<file path="src/rtl/lru_matrix_ctrl.sv">
// Matrix-LRU RAM controller: forwards the load_sm init sweep, then arbitrates
// touch (read-modify-write) and victim (read-only) requests onto a single-port RAM.
module lru_matrix_ctrl #(
    parameter int SET_BITS     = 6,
    parameter int WAYS         = 4,
    parameter int WAY_BITS     = $clog2(WAYS),
    parameter int MATRIX_WIDTH = WAYS * WAYS
) (
    input  logic                    clk_i,
    input  logic                    rst_i,
    input  logic                    init_we_i,
    input  logic [SET_BITS-1:0]     init_addr_i,
    input  logic [MATRIX_WIDTH-1:0] init_vect_i,
    input  logic                    init_ready_i,
    input  logic                    touch_valid_i,
    input  logic [SET_BITS-1:0]     touch_set_i,
    input  logic [WAY_BITS-1:0]     touch_way_i,
    output logic                    touch_ready_o,
    input  logic                    vic_valid_i,
    input  logic [SET_BITS-1:0]     vic_set_i,
    output logic                    vic_ready_o,
    output logic                    vic_rsp_valid_o,
    output logic [WAY_BITS-1:0]     vic_way_o,
    output logic                    mem_re_o,
    output logic [SET_BITS-1:0]     mem_raddr_o,
    input  logic [MATRIX_WIDTH-1:0] mem_rdata_i,
    output logic                    mem_we_o,
    output logic [SET_BITS-1:0]     mem_waddr_o,
    output logic [MATRIX_WIDTH-1:0] mem_wdata_o,
    output logic                    init_done_o
);

    typedef enum logic [1:0] {
        ST_INIT = 2'd0,
        ST_IDLE = 2'd1,
        ST_RD   = 2'd2,
        ST_UPD  = 2'd3
    } state_t;

    state_t              state_r, state_s;
    logic                op_touch_r;
    logic [SET_BITS-1:0] set_r;
    logic [WAY_BITS-1:0] way_r;
    logic                rr_vic_r;
    logic                init_done_r;
    logic [WAY_BITS-1:0] vic_way_r;
    logic [WAY_BITS-1:0] vic_way_s;
    logic                grant_touch_s;
    logic                grant_vic_s;

    // Make way w most recent: its row set (diagonal kept 0), its column cleared.
    function automatic logic [MATRIX_WIDTH-1:0] touch_update(
        input logic [MATRIX_WIDTH-1:0] vec,
        input logic [WAY_BITS-1:0]     w
    );
        logic [MATRIX_WIDTH-1:0] res;
        res = vec;
        for (int i = 0; i < WAYS; i++) begin
            for (int j = 0; j < WAYS; j++) begin
                if (j == int'(w)) begin
                    res[i*WAYS+j] = 1'b0;
                end else if (i == int'(w)) begin
                    res[i*WAYS+j] = 1'b1;
                end else begin
                    res[i*WAYS+j] = vec[i*WAYS+j];
                end
            end
        end
        return res;
    endfunction

    // Lowest way that is more recent than no other way; 0 if the vector is corrupt.
    function automatic logic [WAY_BITS-1:0] find_victim(input logic [MATRIX_WIDTH-1:0] vec);
        logic [WAY_BITS-1:0] v;
        logic                row_zero;
        v = '0;
        for (int i = WAYS - 1; i >= 0; i--) begin
            row_zero = 1'b1;
            for (int j = 0; j < WAYS; j++) begin
                row_zero = row_zero & ~((j != i) & vec[i*WAYS+j]);
            end
            v = row_zero ? WAY_BITS'(i) : v;
        end
        return v;
    endfunction

    assign vic_way_s     = find_victim(mem_rdata_i);
    assign touch_ready_o = grant_touch_s;
    assign vic_ready_o   = grant_vic_s;
    assign init_done_o   = init_done_r;

    // Round-robin grant; pointer only matters when both requesters are valid.
    always_comb begin
        grant_touch_s = 1'b0;
        grant_vic_s   = 1'b0;
        if (state_r == ST_IDLE) begin
            if (touch_valid_i && vic_valid_i) begin
                grant_touch_s = ~rr_vic_r;
                grant_vic_s   = rr_vic_r;
            end else begin
                grant_touch_s = touch_valid_i;
                grant_vic_s   = vic_valid_i;
            end
        end else begin
            grant_touch_s = 1'b0;
            grant_vic_s   = 1'b0;
        end
    end

    // Next-state logic.
    always_comb begin
        state_s = state_r;
        case (state_r)
            ST_INIT: begin
                if (init_ready_i) begin
                    state_s = ST_IDLE;
                end else begin
                    state_s = ST_INIT;
                end
            end
            ST_IDLE: begin
                if (grant_touch_s || grant_vic_s) begin
                    state_s = ST_RD;
                end else begin
                    state_s = ST_IDLE;
                end
            end
            ST_RD:   state_s = ST_UPD;
            ST_UPD:  state_s = ST_IDLE;
            default: state_s = ST_INIT;
        endcase
    end

    // State, latched request and arbitration pointer.
    always_ff @(posedge clk_i or posedge rst_i) begin
        if (rst_i) begin
            state_r     <= ST_INIT;
            op_touch_r  <= 1'b0;
            set_r       <= '0;
            way_r       <= '0;
            rr_vic_r    <= 1'b0;
            init_done_r <= 1'b0;
            vic_way_r   <= '0;
        end else begin
            state_r <= state_s;
            if (state_r == ST_INIT && init_ready_i) begin
                init_done_r <= 1'b1;
            end
            if (grant_touch_s || grant_vic_s) begin
                op_touch_r <= grant_touch_s;
                set_r      <= grant_touch_s ? touch_set_i : vic_set_i;
                way_r      <= touch_way_i;
                if (touch_valid_i && vic_valid_i) begin
                    rr_vic_r <= ~rr_vic_r;
                end
            end
            if (state_r == ST_UPD && !op_touch_r) begin
                vic_way_r <= vic_way_s;
            end
        end
    end

    // RAM port and response outputs; read data is consumed in the same cycle it arrives.
    always_comb begin
        mem_re_o        = 1'b0;
        mem_raddr_o     = set_r;
        mem_we_o        = 1'b0;
        mem_waddr_o     = '0;
        mem_wdata_o     = '0;
        vic_rsp_valid_o = 1'b0;
        vic_way_o       = vic_way_r;
        case (state_r)
            ST_INIT: begin
                mem_we_o    = init_we_i;
                mem_waddr_o = init_addr_i;
                mem_wdata_o = init_vect_i;
            end
            ST_IDLE: begin
                mem_re_o = 1'b0;
            end
            ST_RD: begin
                mem_re_o = 1'b1;
            end
            ST_UPD: begin
                if (op_touch_r) begin
                    mem_we_o    = 1'b1;
                    mem_waddr_o = set_r;
                    mem_wdata_o = touch_update(mem_rdata_i, way_r);
                end else begin
                    vic_rsp_valid_o = 1'b1;
                    vic_way_o       = vic_way_s;
                end
            end
            default: begin
                mem_re_o = 1'b0;
            end
        endcase
    end

endmodule

</file>
<file path="config.mk">
export PLATFORM = sky130hd
export DESIGN_NAME = lru_matrix_ctrl
export DESIGN_NICKNAME = d
export VERILOG_FILES = /design/src/rtl/lru_matrix_ctrl.sv
export SDC_FILE = /design/constraint.sdc
export NUM_CORES = 1
export LEC_CHECK = 0
export BUFFER_PORTS_ARGS = -buffer_cell sky130_fd_sc_hd__buf_2
export CAP_MARGIN = 5
export CORE_UTILIZATION = 39
export DETAILED_ROUTE_END_ITERATION = 10
export PLACE_DENSITY = 0.79
export SLEW_MARGIN = 20
export SYNTH_ARGS = -nofsm -noshare
export SYNTH_HDL_FRONTEND = slang
export SYNTH_SLANG_ARGS = --single-unit
export TNS_END_PERCENT = 50
</file>
<file path="constraint.sdc">
create_clock -name clk_i -period 1.8 [get_ports clk_i]
set_input_delay 0.27 -clock clk_i [delete_from_list [all_inputs] [get_ports clk_i]]
set_output_delay 0.27 -clock clk_i [all_outputs]
set_load 0.02 [all_outputs]
</file>
* Word-level counts from Yosys, hierarchy flattened
Cells that the tools add are included.
** Word-level totals
- Bits in registers :: 15
- Input port bits :: 58
- Output and inout port bits :: 36
- Logic and storage cells :: 93
** Cells by class
- Equality and inequality tests :: 6
- Mux-type cells :: 51
- Bitwise logic cells :: 21
- Reductions and logical operators :: 8
** Operators by type and width (count)
- 2-to-1 mux 1 bit :: 37
- case mux 16 bit (2 select lines) :: 1
- 2-to-1 mux 16 bit :: 1
- 2-to-1 mux 2 bit :: 7
- inverter 1 bit :: 13
- 2-to-1 mux 6 bit :: 2
- case mux 6 bit (2 select lines) :: 1
- AND 1 bit :: 8
- case mux 2 bit (4 select lines) :: 1
- equality test 2 bit, first input constant :: 2
- equality test 2 bit, second input constant :: 2
- zero test 2 bit :: 2
- logical AND 1 bit :: 3
- equality test 1 x 2 -> 1 bit, first input constant :: 1
- equality test 2 x 1 -> 1 bit, second input constant :: 1
- case mux 1 bit (2 select lines) :: 1
- AND reduction 2 bit :: 1
- zero test 1 bit :: 1
- logical OR 1 bit :: 1

* Depth between registers and ports, before layout
Gate-level depths: netlist (run 1).
- Word-level depth :: 9
- Gate-level depth with buffers :: 6
- Depth with buffers taken out :: 5

* Worst setup path before layout (run 1)
Ideal clock, no wire load.
- Path type :: register to output
- From :: reg state_r[0]
- To :: out vic_way_o[1]
- Data arrival time :: 1.568 ns
- Data required time :: 1.530 ns
- Setup slack :: -0.038 ns
- Cell stages (with the launch flop) :: 6
- Path buffers :: 0
- Cells stage by stage :: dfrtp_1 -> ha_1 -> nand2_1 -> inv_1 -> o31ai_1 -> o31ai_1
** On the way
- Cells in the longest elaborated chain, start to end :: 2
** RTL lines
- start, declared :: RTL line 40 : state_t state_r, state_s;
- start signal, assigned :: RTL line 145 : state_r <= state_s;
- equality test 2 bit :: RTL line 172 : case (state_r)
- 2-to-1 mux 2 bit :: RTL line 172
- end, declared :: RTL line 23 : output logic [WAY_BITS-1:0] vic_way_o,
No other way between the ends.

==> results of run 1 <==
## layer usage
| layer | GRT usage | up-vias | wire length [µm] |
|---|---|---|---|
| met2 | 0.418 | 52 | 2120 |
| li1 | - | 742 | - |
| met5 | 0 | - | 0 |
| met1 | 0.315 | 704 | 1590 |
| met4 | 0.0697 | 0 | 85 |
| met3 | 0.0392 | 10 | 196 |
## metrics by stage
step	power, mW	setup slack, ns
2_1_floorplan	1.99	0.0271
3_3_place_gp	2.64	0.0779
3_5_place_dp	2.66	0.0441
4_1_cts	3.31	-0.0527
5_1_grt	3.89	-0.149
6_report	3.63	-0.0587
## flip-flops by register name (all words and copies together) (netlist names), named ones only
signal	flops
init_done_o	1
mem_raddr_o	6
op_touch_r	1
rr_vic_r	1
state_r	1
vic_way_r	2
way_r	2
## power breakdown
| part | total (mW) | internal, mW | switching [mW] |
|---|---|---|---|
| registers | 0.672 | 0.497 | 0.175 |
| logic | 2.76 | 1.24 | 1.52 |
| clock network | 0.197 | 0.0826 | 0.114 |
## final timing paths
path,startpoint,to,slack [ns],depth (start not counted)
max reg2reg,state_r[0],way_r[0],0.36,4
max in group asynchronous,rst_i,way_r[0],1.35,2
min reg2reg,init_done_o,init_done_o,0.46,1
max,flop,mem_wdata_o[11],-0.06,6
min in group clk_i,touch_way_i[1],way_r[1],0.21,2
min,rst_i,mem_raddr_o[5],0.02,2
## critical path, delay by kind of cell (launching register included)
| family | cells | cell delay (ns) |
|---|---|---|
| fa+ha+maj | 1 | 0.20 |
| compound gates | 3 | 0.42 |
| flops | 1 | 0.44 |
| buf+inv | 1 | 0.16 |
| simple gates | 1 | 0.09 |
## synthesized netlist by cell type, drive strengths merged (3+ instances only)
cell	count
a21oi	15
a22oi	14
buf	5
dfrtp	15
ha	5
inv	9
maj3	4
mux2i	7
nand2	22
nor2	14
o21ai	19
o31ai	3
## repair_timing
item                                    4_1_cts  5_1_grt
endpoints found under the setup margin       27       27
setup buffers                                 7        7
hold endpoints to repair                      0        0
gates resized for setup                      51       24
pin swaps                                     7        7
## area by class of cell
| class | instances | area [µm²] |
|---|---|---|
| clock buffer | 3 | 22.5 |
| fill | 219 | 724 |
| timing repair buffer | 114 | 697 |
| multi-input combinational | 115 | 876 |
| tap | 31 | 38.8 |
| clock inverter | 1 | 5.00 |
| inverter | 9 | 38.8 |
| sequential | 15 | 379 |
## layout by cell type, fill, tap and decap left out, drive strengths merged
| master | instances |
|---|---|
| maj3 | 4 |
| a22oi | 14 |
| ha | 5 |
| or3 | 1 |
| a21oi | 15 |
| xnor2 | 1 |
| a21o | 1 |
| nand3 | 2 |
| o31ai | 3 |
| mux2i | 7 |
| inv | 9 |
| buf | 114 |
| nor2b | 1 |
| nor3 | 2 |
| nand2 | 22 |
| o21ai | 19 |
| clkinv | 1 |
| nor2 | 14 |
| clkbuf | 3 |
| dfrtp | 15 |
| mux2 | 2 |
| and2 | 1 |
| a211oi | 1 |
## kinds of logic (layout without fill, tap and decap cells)
kind of cell / after synthesis / count (layout) / share of synthesized area
flip-flops: 15 / 15 / 0.323
AND/OR/NAND/NOR: 43 / 43 / 0.160
AO/OA/AOI/OAI: 53 / 53 / 0.281
adder cells (fa/ha/maj): 9 / 9 / 0.0903
buffers and inverters: 16 / 127 / 0.0592
XOR/XNOR: 1 / 1 / 0.00753
multiplexers: 9 / 9 / 0.0796
==> run summary, run 1 <==
Synth cell types: 29
I/O pin cnt: 94
Largest net degree at the start of global routing: 16
Main synth FF type: dfrtp_1
Initial antenna violation count: 0
Slowest cell on crit path: dfrtp_2
Crit path DAT: 1.59 ns
Status: finished, violations left
Nets: 321
Synth Cell Area: 1160 µm²
Final HPWL DP: 2860 µm
Worst slew pin tran: 0.586 ns
CTS tree: yes
Fin Hold WS: 0.0203 ns
Core area: 2780 µm²
Die H: 56.6 µm
Final hold vios: 0
Worst VDD drop: 1.40 mV
Clock Path Buffers: 2
Max stage delay on crit path: 0.44 ns
Max_slew headroom: 0.609
Post-route core utilization: 0.740
Layout cells sized above 1: 0.607
Pleak: 1.06 nW
Drc violations: 0
Fraction of registers with async set/reset: 1.00
Mean Syn Cell Area: 7.97 µm²
Synth top area share: 0.323
Max Cap Viol: 0
Starting DRT DRC Count: 40
Die Wd: 56.6 µm
Hold buffer count at cts: 0
Crit path time final: 1.86 ns
Area grow syn2layout: 76.8%
Violated checks: negative setup slack
RSZ-0062 raised after global routing: yes
Pwr per Cell Area: 1760 nW/µm²
Routability cong.: 0.887
Critical path cell sequence: ha_4 -> nand2_8 -> a21oi_4 -> o21ai_1 -> a21oi_1 -> buf_4
Routed Antenna Nets: 0
Worst Path Required: 1.53 ns
Fin cells: 288
FMAX: 0.538 GHz
Routed WL: 3990 µm
Fin area: 2060 µm²
GRT Residual Overflow: 0
Crit share post-route: 1.03
Clock root buffer: clkbuf_4
Critical Path Start Type: flop
Register area share after synthesis: 0.323
Worst skew pair latency: 0.29 ns
Vias per cell: 5.24
Hold Path Class: input port to asynchronous set/reset pin
Via count: 1,508
CTS sink cnt: 15
Placed inst area: 1690 µm²
Wirelength per Cell: 13.9 µm
Number of diodes: 0
Top post-synthesis cells by area: dfrtp_1, a22oi_1, o21ai_0
Setup crit end kind: output port
CP max FO: 5
DR pass1 iterations: 4
Vias in the first global route: 1,415
GRT Resource Usage Total: 0.244
First-pass GRT wire length: 6260 µm
Number of port buffers: 93
Total CTS buffers: 3
Synth Net Count: 209
Largest area contributor in the netlist: dfrtp_1
Synthesized flop and latch total: 15
Gate Count Post-Synth: 146
Clock Pin Slew Worst Setup and Hold Paths: 0.10 ns
Placement Rows: 19
CTS H-Tree Depth: 1
Initial Util: 0.418
Fin. max-slew vios: 0
Post-synth EDFFs: 0
TNS Setup: -0.405 ns
Final WS setup: -0.0587 ns
Crit Path Category: flop to output port
Final-report setup violation count: 17
Clock skew: 0.0117 ns
Synth Warn #: 0
Placed cells: 270
Die Footprint: 3210 µm²
(Power assumes the default switching activity.)
==> run 2, diff against run 1 <==
Settings changed: CELL_PAD_IN_SITES_DETAIL_PLACEMENT from default to 0, CELL_PAD_IN_SITES_GLOBAL_PLACEMENT from default to 1, CORE_UTILIZATION 39 to 25, PLACE_DENSITY 0.79 to 0.77, RECOVER_POWER from default to 25.
==> run 2 against run 1 <==
Net effect: the run still ends with negative setup slack left; register-to-register slack lost 0.08 ns; setup slack gained 0.027 ns; count of clock-buffer cells in the layout is 1 higher; flip-flop and latch count stayed put; power is 14% higher; final area up 9.8%; sequential power about the same; global-route usage decreased by 7.7 points; wire length is 9.4% higher; fmax is 1.5% higher.
==> run summary, run 2 (synthesis results as in run 1) <==
Total power: 4.14 mW (+14%)
Fin. max-slew vios: 0 (unchanged)
Setup crit end kind: output port
Routed WL: 4370 µm (+9.4%)
Critical Path Start Type: flop
CP max FO: 8 (+3)
CTS H-Tree Depth: 1 (unchanged)
Via count: 1,491 (-1.1%)
Final-report setup violation count: 18 (+1)
Placed inst area: 1760 µm² (+4.4%)
Drc violations: 0 (unchanged)
Violated checks: negative setup slack
Worst skew pair latency: 0.25 ns (-0.04 ns)
CTS tree: yes
Fin Hold WS: 0.0795 ns (+0.0592 ns)
Clock Path Buffers: 2 (unchanged)
Initial antenna violation count: 0 (unchanged)
FMAX: 0.546 GHz (+1.5%)
Area grow syn2layout: 94.1%
Die Footprint: 4930 µm² (+54%)
Max_slew headroom: 0.600 (-0.00943)
Placed cells: 294 (+8.9%)
Routed Antenna Nets: 0 (unchanged)
Clock Pin Slew Worst Setup and Hold Paths: 0.06 ns (-0.04 ns)
Fin cells: 307 (+6.6%)
First-pass GRT wire length: 6640 µm (+6.1%)
Crit path time final: 1.83 ns (-0.0274 ns)
Pwr per Cell Area: 1830 nW/µm² (+4.0%)
Crit share post-route: 1.02 (-0.0152)
Final HPWL DP: 3060 µm (+7.0%)
RSZ-0062 raised after global routing: yes
Commonest non-fill, non-tap cell in the layout: buf_2
Die Wd: 70.2 µm (+24%)
Post-Place Worst Slack: 0.0427 ns (-0.00145 ns)
Worst Path Required: 1.53 ns (about the same)
Vias in the first global route: 1,405 (-0.71%)
Starting DRT DRC Count: 27 (-33%)
Clock skew: 0.00312 ns (-0.00857 ns)
Largest net degree at the start of global routing: 17 (+1)
CTS sink cnt: 15 (unchanged)
Number of port buffers: 93 (unchanged)
Pleak: 1.10 nW (+4.3%)
Initial Util: 0.264 (-0.155)
Nets: 319 (-0.62%)
Reg area: 379 µm² (unchanged)
Total CTS buffers: 3 (unchanged)
Clock root buffer: clkbuf_8
# fillers: 428 (+95%)
DR pass1 iterations: 4 (unchanged)
Worst slew pin tran: 0.600 ns (+0.0141 ns)
Hold buffer count at cts: 0 (unchanged)
I/O pin cnt: 94 (unchanged)
Final hold vios: 0 (unchanged)
GRT Residual Overflow: 0 (unchanged)
Wirelength per Cell: 14.2 µm (+2.7%)
Routability cong.: 0.804 (-9.4%)
Fin area: 2260 µm² (+9.8%)
Most frequent cells in the layout: buf_2, buf_4, nand2_1
Worst VDD drop: 0.742 mV (-47%)
Hold Path Class: input port to asynchronous set/reset pin
Max Cap Viol: 0 (unchanged)
Vias per cell: 4.86 (-7.2%)
Final WS setup: -0.0313 ns (+0.0274 ns)
Max reg flops: 6 (unchanged)
Die H: 70.2 µm (+24%)
Number of diodes: 0 (unchanged)
GRT Resource Usage Total: 0.168 (-0.0766)
Layout cells sized above 1: 0.690 (+0.0832)
Status: finished, violations left
Crit path DAT: 1.56 ns (-0.03 ns)
Placement Rows: 24 (+5)
Core area: 4410 µm² (+59%)
Crit Path Category: flop to output port
Multi-input logic area: 963 µm² (+10%)
run 2: routing by layer:
| metal | wire [µm] | up-vias | global-route usage |
|---|---|---|---|
| li1 | - | 739 | - |
| met1 | 1790 | 677 | 0.213 |
| met2 | 2220 | 69 | 0.275 |
| met3 | 279 | 6 | 0.0361 |
| met4 | 82 | 0 | 0.0667 |
| met5 | 0 | - | 0 |
run 2: stage by stage:
| step | TNS [ns] | util |
|---|---|---|
| 6_report | -0.313 | 0.512 |
| 5_1_grt | -1.56 | 0.512 |
| 4_1_cts | -0.133 | 0.465 |
| 3_5_place_dp | 0 | 0.400 |
| 3_3_place_gp | 0 | 0.400 |
| 2_1_floorplan | 0 | - |
run 2: where the power goes:
group | internal (mW) | total [mW] | leakage (nW) | switching [mW]
clock | 0.157 | 0.273 | 0.0228 | 0.117
combinational | 1.50 | 3.19 | 0.905 | 1.69
sequential | 0.498 | 0.675 | 0.177 | 0.177
total | 2.15 | 4.14 | 1.10 | 1.99
run 2: critical path, stage by stage, from the launching register on:
cell and delay (ns):
dfrtp_1 0.40, buf_6 0.14, clkinv_4 0.05, ha_4 0.18
clkbuf_16 0.17, a22oi_2 0.17, nor2_2 0.05, buf_4 0.15
run 2: area by class of cell:
cell class,count,area share
flip-flops and latches,15,0.168
well taps,52,0.0288
repair buffers,111,0.339
multi-input cells,116,0.427
clock buffers,4,0.0199
inverters,9,0.0183
run 2: timing repair:
| action | in CTS | in global routing |
|---|---|---|
| cloned | 2 | 2 |
| endpoints found under the setup margin | 25 | 27 |
| resized for setup | 62 | 41 |
| buffers inserted | 3 | 2 |
| pin swaps | 5 | 5 |
run 2: path summary, 6_finish.rpt:
| path | depth (start not counted) | startpoint | slack [ns] | endpoint |
|---|---|---|---|---|
| max in group asynchronous | 2 | rst_i | 1.29 | asynchronous set/reset pin |
| setup reg to reg | 6 | flop | 0.28 | mem_raddr_o[1] |
| min in group clk_i | 2 | touch_way_i[1] | 0.25 | way_r[1] |
| setup / recovery | 7 | state_r[0] | -0.03 | mem_wdata_o[6] |
| hold reg to reg | 1 | init_done_o | 0.47 | init_done_o |
| hold / removal | 2 | rst_i | 0.08 | mem_raddr_o[0] |
